### config.mk
export PLATFORM = sky130hd
export DESIGN_NAME = touch_region_selector
export DESIGN_NICKNAME = d
export VERILOG_FILES = /design/src/rtl/ltm_pkg.sv /design/src/rtl/touch_release_timer.sv /design/src/rtl/touch_region_selector.sv
export SDC_FILE = /design/constraint.sdc
export NUM_CORES = 1
export LEC_CHECK = 0
export CAP_MARGIN = 15
export CORE_MARGIN = 2
export CORE_UTILIZATION = 40
export DETAILED_ROUTE_END_ITERATION = 16
export GPL_ROUTABILITY_DRIVEN = 0
export PLACE_DENSITY = 0.72
export RECOVER_POWER = 100
export SYNTH_ARGS = -nofsm -noshare
export SYNTH_HDL_FRONTEND = slang
export SYNTH_SLANG_ARGS = --single-unit
### constraint.sdc
create_clock -name Clock -period 7.1 [get_ports Clock]
set_input_delay 1.065 -clock Clock [delete_from_list [all_inputs] [get_ports Clock]]
set_output_delay 1.065 -clock Clock [all_outputs]
set_load 0.01 [all_outputs]
### src/rtl/ltm_pkg.sv
// rtl/ltm_pkg.sv - shared types and constants for LTM touch-driven blocks
package ltm_pkg;

  localparam int REGION_COUNT = 8;
  localparam int COORD_W      = 12;

  typedef logic [2:0] region_idx_t;
  typedef logic [2:0] colour_code_t;

  typedef enum logic [1:0] {IDLE, ACCUM, COMMIT, HOLD} sel_state_e;

  // Screen is 2 rows x 4 columns: row from the Y MSB, column from the top two X bits.
  function automatic region_idx_t region_of(input logic y_msb, input logic [1:0] x_col);
    return {y_msb, x_col};
  endfunction

endpackage

### src/rtl/touch_release_timer.sv
// rtl/touch_release_timer.sv - qualifies a pen release after RELEASE_CYCLES idle clocks
module touch_release_timer #(
  parameter int RELEASE_CYCLES = 50000
) (
  input  logic Clock,
  input  logic Resetn,
  input  logic Clear,
  input  logic Touch_En,
  output logic Release_Qualified
);

  localparam int CNT_W = $clog2(RELEASE_CYCLES + 1);
  localparam logic [CNT_W-1:0] CNT_MAX = CNT_W'(RELEASE_CYCLES);

  logic [CNT_W-1:0] count_q, count_d;

  always_comb begin
    count_d = count_q;
    if (Clear || Touch_En) begin
      count_d = '0;
    end else if (count_q != CNT_MAX) begin
      count_d = count_q + CNT_W'(1);
    end
  end

  always_ff @(posedge Clock or negedge Resetn) begin
    if (!Resetn) begin
      count_q <= '0;
    end else begin
      count_q <= count_d;
    end
  end

  assign Release_Qualified = (count_q == CNT_MAX);

endmodule

### src/rtl/touch_region_selector.sv
// rtl/touch_region_selector.sv - averages a touch burst and steps that screen region's colour
module touch_region_selector
  import ltm_pkg::*;
#(
  parameter int AVG_LOG2       = 2,
  parameter int RELEASE_CYCLES = 50000
) (
  input  logic                             Clock,
  input  logic                             Resetn,
  input  logic                             Touch_En,
  input  logic                             Coord_En,
  input  logic [COORD_W-1:0]               X_Coord,
  input  logic [COORD_W-1:0]               Y_Coord,
  input  logic                             Clear,
  output colour_code_t [REGION_COUNT-1:0]  Region_RGB,
  output region_idx_t                      Sel_Region,
  output logic                             Sel_Valid,
  output logic                             Busy
);

  localparam int ACC_W = COORD_W + AVG_LOG2;
  localparam int CNT_W = AVG_LOG2 + 1;
  localparam logic [CNT_W-1:0] N_SAMPLES = CNT_W'(1 << AVG_LOG2);

  sel_state_e                      state_q, state_d;
  logic [ACC_W-1:0]                acc_x_q, acc_x_d, acc_y_q, acc_y_d;
  logic [ACC_W-1:0]                sum_x, sum_y;
  logic [CNT_W-1:0]                cnt_q, cnt_d, cnt_next;
  region_idx_t                     sel_region_q, sel_region_d;
  colour_code_t [REGION_COUNT-1:0] rgb_q, rgb_d;
  logic                            accept;
  logic                            release_qual;
  logic                            timer_clear;

  assign accept = Coord_En && Touch_En && (state_q == IDLE || state_q == ACCUM);

  // IDLE starts from an empty sum so the first sample loads rather than adds.
  assign sum_x    = ((state_q == ACCUM) ? acc_x_q : '0) + ACC_W'(X_Coord);
  assign sum_y    = ((state_q == ACCUM) ? acc_y_q : '0) + ACC_W'(Y_Coord);
  assign cnt_next = ((state_q == ACCUM) ? cnt_q : '0) + CNT_W'(1);

  always_comb begin
    state_d      = state_q;
    acc_x_d      = acc_x_q;
    acc_y_d      = acc_y_q;
    cnt_d        = cnt_q;
    sel_region_d = sel_region_q;
    rgb_d        = rgb_q;
    if (Clear) begin
      state_d      = IDLE;
      acc_x_d      = '0;
      acc_y_d      = '0;
      cnt_d        = '0;
      sel_region_d = '0;
      for (int i = 0; i < REGION_COUNT; i++) rgb_d[i] = colour_code_t'(i);
    end else begin
      case (state_q)
        IDLE, ACCUM: begin
          if (state_q == ACCUM && release_qual) begin
            state_d = IDLE;
            acc_x_d = '0;
            acc_y_d = '0;
            cnt_d   = '0;
          end else if (accept) begin
            if (cnt_next == N_SAMPLES) begin
              // The top bits of the sum are the top bits of the truncated average.
              sel_region_d = region_of(sum_y[ACC_W-1], sum_x[ACC_W-1 -: 2]);
              state_d      = COMMIT;
              acc_x_d      = '0;
              acc_y_d      = '0;
              cnt_d        = '0;
            end else begin
              state_d = ACCUM;
              acc_x_d = sum_x;
              acc_y_d = sum_y;
              cnt_d   = cnt_next;
            end
          end
        end
        COMMIT: begin
          rgb_d[sel_region_q] = rgb_q[sel_region_q] + colour_code_t'(1);
          state_d             = HOLD;
        end
        HOLD: begin
          if (release_qual) state_d = IDLE;
        end
        default: state_d = IDLE;
      endcase
    end
  end

  always_ff @(posedge Clock or negedge Resetn) begin
    if (!Resetn) begin
      state_q      <= IDLE;
      acc_x_q      <= '0;
      acc_y_q      <= '0;
      cnt_q        <= '0;
      sel_region_q <= '0;
      for (int i = 0; i < REGION_COUNT; i++) rgb_q[i] <= colour_code_t'(i);
    end else begin
      state_q      <= state_d;
      acc_x_q      <= acc_x_d;
      acc_y_q      <= acc_y_d;
      cnt_q        <= cnt_d;
      sel_region_q <= sel_region_d;
      rgb_q        <= rgb_d;
    end
  end

  // Restart release timing on every return to IDLE so one release ends one touch.
  assign timer_clear = Clear || (state_d == IDLE && state_q != IDLE);

  touch_release_timer #(
    .RELEASE_CYCLES(RELEASE_CYCLES)
  ) u_release_timer (
    .Clock             (Clock),
    .Resetn            (Resetn),
    .Clear             (timer_clear),
    .Touch_En          (Touch_En),
    .Release_Qualified (release_qual)
  );

  assign Region_RGB = rgb_q;
  assign Sel_Region = sel_region_q;
  assign Sel_Valid  = (state_q == COMMIT);
  assign Busy       = (state_q != IDLE);

endmodule

---- After elaboration in Yosys (flattened, before gate mapping) ----
Cells that the tools add are included.
storage, ports and cells
  output and inout bits ................... 29
  bits in registers ....................... 76
  logic and storage cells ................. 86
  input port bits ......................... 29
cells by class
  add/subtract/negate cells ............... 5
  magnitude comparators ................... 2
  muxes and demuxes ....................... 38
  eq/ne operators ......................... 7
  reduce and logical (&&, ||, !) cells .... 20
operator list
  kind                                                        count
  two-way mux 14 bit                                          12
  two-way mux 24 bit                                          2
  two-way mux 3 bit                                           13
  two-way mux 16 bit                                          2
  adder 14 x 12 -> 14 bit                                     2
  bitwise mux 24 bit                                          1
  adder 16 x 1 -> 16 bit, second input constant               1
  equality test 16 bit, second input constant                 1
  inequality test 16 bit, second input constant               1
  nonzero test 2 bit                                          6
  two-way mux 2 bit                                           5
  binary-select mux 3 bit (select 3 bit)                      1
  demux 3 bit (select 3 bit)                                  1
  adder 3 x 1 -> 3 bit, second input constant                 2
  case mux 2 bit (3 select lines)                             1
  logical AND 1 bit                                           5
  equality test 2 bit, second input constant                  2
  logical NOT 2 bit                                           2
  less-than comparator 3 x 4 -> 1 bit, second input constant  1
  AND reduction 4 bit                                         1
  equality test 3 bit, second input constant                  1
  >= comparator 3 x 1 -> 1 bit, second input constant         1
  logical OR 1 bit                                            3
  nonzero test 3 bit                                          1
  4 further kinds                                             4

---- Longest topological paths before layout ----
  word-level depth ........................ 14
  depth in mapped cells ................... 13

---- Hierarchy ----
From an unflattened synthesis, not the netlist that was laid out.
unflattened totals
  cell total of the unflattened synthesis .. 552
  area total of the unflattened synthesis .. 4972.3 um^2
modules (own cells, without submodules)
  module                 instances  cells each  seq. area each (um^2)  area an instance (um^2)
  touch_region_selector  1          466         1516.5                 4121.5
  touch_release_timer    1          86          400.4                  850.8

---- Worst setup path before layout ----
Ideal clock, no wire load.
  kind .................................... input to register
  from .................................... in X_Coord[0]
  to ...................................... reg sel_region_q[0] (netlist: Sel_Region[0])
  slack ................................... 4.203 ns
  arrival ................................. 2.819 ns
  setup time .............................. 0.078 ns
  required time ........................... 7.022 ns
  cell stages on the path ................. 8
  cell sequence ........................... ha_1 -> fa_1 -> a211oi_1 -> o211ai_1 -> a221o_1 -> o21ai_0 -> nand3b_1 -> a21oi_1
between the ends
  word-level cells in the longest chain between the ends .. 6
ends and longest elaborated chain
  element                  line                          RTL
  from (decl)              touch_region_selector.sv:12   input logic [COORD_W-1:0] X_Coord,
  adder 14 x 12 -> 14 bit  touch_region_selector.sv:38   assign sum_x = ((state_q == ACCUM) ? acc_x_q : '0) + ACC_W'(X_Coord);
  two-way mux 3 bit        touch_region_selector.sv:65   if (cnt_next == N_SAMPLES) begin
  two-way mux 3 bit        touch_region_selector.sv:64   end else if (accept) begin
  two-way mux 3 bit        touch_region_selector.sv:59   if (state_q == ACCUM && release_qual) begin
  two-way mux 3 bit        touch_region_selector.sv:57   case (state_q)
  two-way mux 3 bit        touch_region_selector.sv:49   if (Clear) begin
  to (signal assigned)     touch_region_selector.sv:105  sel_region_q <= sel_region_d;
  to (decl)                touch_region_selector.sv:29   region_idx_t sel_region_q, sel_region_d;
No other way between the ends. The select of a mux whose other input is x is not followed.
A chain may end at the register's enable or synchronous reset.

---- Final worst setup path ----
  from .................................... reg state_q[0]
  to ...................................... reg acc_y_q[12]
between the ends
  word-level cells in the longest chain between the ends .. 9
ends and longest elaborated chain
  element                                                                          line                          RTL
  from (decl)                                                                      touch_region_selector.sv:25   sel_state_e state_q, state_d;
  from (signal assigned)                                                           touch_region_selector.sv:101  state_q <= state_d;
  parallel branches: the longest is 9 deep, another holds adder 14 x 12 -> 14 bit  -
  to (signal assigned)                                                             touch_region_selector.sv:103  acc_y_q <= acc_y_d;
  to (decl)                                                                        touch_region_selector.sv:26   logic [ACC_W-1:0] acc_x_q, acc_x_d, acc_y_q, acc_y_d;
Several ways; the timed one is not identified. The select of a mux whose other input is x is not followed.

==> results.yml <==
run_status:
  outcome: "finished, violations left"
  violations: "capacitance limit, slew limit"
sta:
  grt_setup_unrepaired: "no"
  slew-limit-headroom_pct: -0.0782
  setup_viol: 0
  tightest_slew_ns: 1.50
  final.setup_skew_ns: 0.00644
  clock.fmax_mhz: 213
  period_needed_ns: 4.69
  period_share_pct: 66.1
  hold_viol: 0
  setup_ws_ns: 2.41
  setup_tns_ns: 0
  drv_slew: 40
logic_synthesis:
  synthFlopType: "dfrtp_1"
  async_flop_share_pct: 100
  synthDistinctLibCells: 58
  synth.avg_cell_area_sq_um: 9.13
  yosys_warnings: 0
  ys_seq_area_share_pct: 39.1
  syn-instance-count: 537
  synth_edf_count: 0
  synth-seq-cells: 76
  synth_area_sq_um: 4900
  syn_nets: 598
global_route:
  grt_pass1_vias: 4053
  grt_max_degree: 77
  grt_pass1_wl_microns: 19400
  antenna_found_initial: 0
  overflow: 0
  grt_usage_pct: 18.2
die:
  die_w_microns: 115
  start_util_pct: 40.8
  core_area_sq_um: 12000
  io_pins: 58
  num_rows: 40
  die_y_microns: 115
  die_area_sq_um: 13200
final_layout:
  fin_nets: 651
  fin_cells: 742
  fill_cells: 1117
  fin_util_pct: 49.1
  area_growth_pct: 20.2
  drive_above_1_share_pct: 7.06
  antenna_cells: 0
power_and_ir_drop:
  total_leakage_power_nw: 2.48
  powerDensity_nw_per_um2: 177
  ir_worst_vdd_mv: 0.158
  finalPower_w: 0.00104
route:
  dr_wl_met3_microns: 565
  drt-initial-drc-count: 314
  drc: 0
  vias: 4166
  top_layer: "met4"
  ant_nets: 0
  wl_met1_microns: 5210
  dr_wl_met2_microns: 5350
  dr.pass1.iters: 4
  wirelength_microns: 11300
  via_per_inst: 5.61
  drt-wirelength-per-cell_microns: 15.2
placed_design:
  post-place-ws_ns: 3.48
  hpwl_microns: 7710
  placed_cells: 726
  place.port_buffers: 57
setup_path:
  r2r-start: "state_q[0]"
  worst_setup_path_start_kind: "flop"
  path_cells: "inv_1, nor2_2, clkbuf_1, and2_0, inv_1, ha_1, nor4_1, a21boi_0, nand2_1, o311ai_0"
  path_class: "flop to flop"
  cp.required_ns: 7.33
  crit_top_cell: "inv_1"
  endpoint_kind: "flop"
  critical_path.max_stage_delay_ns: 1.17
  crit_path_top_delay_cell: "a21boi_0"
  crit_start: "state_q[0]"
  critPathArrivalTime_ns: 4.92
  crit_fanout: 40
clock_network:
  clockBufferDepth: 2
  cts_made_buffers: 9
  root_buffer: "clkbuf_16"
  ctsHoldBuffers: 0
  postCtsSetupBuffers: 0
  clk_latency_ns: 0.34
  cts_tree: "done"
  htree_levels: 3
  cts_resized: 0
  cts.reportedPaths.clkPinSlew_ns: 0.06
  cts_sinks: 76
flow_run:
  cap_violations: 1
min_path:
  min_from: "acc_x_q[3]"
  hold_path_class: "flop to flop"
==> cells in the mapped netlist, types with 2 or more instances <==
cell type	n	area share [%]
dfrtp_1	64	33
nand2_1	57	4.4
nor2_1	57	4.4
o21ai_0	41	4.2
ha_1	30	7.7
and2_1	29	3.7
a21oi_1	27	2.8
inv_1	20	1.5
xor2_1	17	3.0
nand3_1	16	1.6
mux2i_1	13	2.7
xnor2_1	13	2.3
dfstp_2	12	6.4
a211oi_1	11	1.7
nor2b_1	11	1.4
a211o_1	10	1.8
nand2b_1	10	1.3
a21o_1	7	1.1
buf_2	7	0.71
nand4_1	7	0.89
clkbuf_1	6	0.46
a22o_1	5	0.89
a31oi_1	5	0.64
mux4_2	5	2.3
and3_1	4	0.51
o211ai_1	4	0.61
o21a_1	4	0.61
buf_6	3	0.69
nand3b_1	3	0.46
nor3_1	3	0.31
a2111oi_0	2	0.36
a311oi_1	2	0.36
buf_1	2	0.15
fa_1	2	0.82
o21ai_1	2	0.20
o21bai_1	2	0.31
o22ai_1	2	0.26
o31ai_1	2	0.31
==> final timing paths <==
| check | endpoint | slack, ns | depth (start not counted) |
|---|---|---|---|
| worst max register to register | acc_y_q[12] | 2.41 | 10 |
| min in group asynchronous | Region_RGB[16] | 0.96 | 2 |
| worst max-delay path | acc_y_q[12] | 2.41 | 10 |
| worst min-delay path | acc_x_q[3] | 0.47 | 2 |
| max in group asynchronous | acc_x_q[10] | 5.48 | 2 |
| worst min register to register | acc_x_q[3] | 0.47 | 2 |
==> layout by cell type (no fill, tap or decap), types with 3 or more instances in the layout <==
master / count
o211ai_1: 4
a21o_1: 7
dfrtp_1: 64
nor2_1: 57
nand3_1: 16
dfstp_2: 12
and3_1: 4
nand4_1: 7
nand2b_1: 10
mux2i_1: 13
a211o_1: 10
o21a_1: 4
xnor2_1: 13
and2_1: 25
mux4_2: 5
nand3b_1: 3
nand2_1: 58
a31oi_1: 5
a21oi_1: 27
nor3_1: 3
xor2_1: 17
a22o_1: 5
o21ai_0: 43
a211oi_1: 10
buf_4: 3
nor2b_1: 11
clkbuf_16: 9
and2_0: 4
clkdlybuf4s50_1: 26
inv_1: 20
ha_1: 30
dlygate4sd3_1: 30
==> cells by family (layout without fill, tap and decap cells) <==
kind of cell | after synthesis | in the layout | share of synthesized area (%)
AO/OA/AOI/OAI | 136 | 136 | 17.9
multiplexers | 19 | 19 | 5.18
buffers and inverters | 39 | 97 | 3.65
AND/OR/NAND/NOR | 205 | 205 | 20.4
XOR/XNOR | 30 | 30 | 5.36
flip-flops | 76 | 76 | 39.1
adder cells (fa/ha/maj) | 32 | 32 | 8.47
==> flip-flops by register name (all words and copies together), names as in the netlist <==
signal                   cells
Region_RGB                  24
u_release_timer.count_q     16
acc_x_q                     14
acc_y_q                     14
Sel_Region                   3
cnt_q                        3
state_q                      2
==> report_power, final <==
group          internal, W  leakage [nW]  switching (W)
Clock             0.000319         0.152       0.000184
Combinational    0.0000376          1.32      0.0000538
Sequential        0.000442          1.01     0.00000429
==> worst max-delay path: cells and delay by family, from the launching register on <==
kind,cells,cell delay [ns]
and+or+nand+nor,4,1.16
DFF,1,0.43
adders and majority gates,1,0.22
AOI/OAI and AO/OA,2,1.53
buffers and inverters,3,1.26
==> cell type report <==
class | instances | area [sq um] | share of cell area, %
multi-input cells | 422 | 2800 | 47.5
flip-flops and latches | 76 | 1920 | 32.5
repair buffers | 61 | 592 | 10.0
clock buffers | 11 | 243 | 4.12
well taps | 147 | 184 | 3.12
clock inverters | 5 | 83.8 | 1.42
inverters | 20 | 75.1 | 1.27
==> metal layers <==
metal | global-route usage, % | vias up
met4 | 5.54 | 0
met2 | 30.4 | 117
met1 | 24.2 | 2019
met5 | 0 | -
li1 | - | 2015
met3 | 3.43 | 15
==> stage by stage <==
step / area (sq um) / hold WS [ns]
after floorplan: 4900 / 0.438
after global placement: 5590 / 0.456
after detailed placement: 5590 / 0.461
after CTS: 5910 / 0.472
after global routing: 5900 / 0.497
final: 5900 / 0.469
Note: power is estimated with default switching activity, not from simulation.
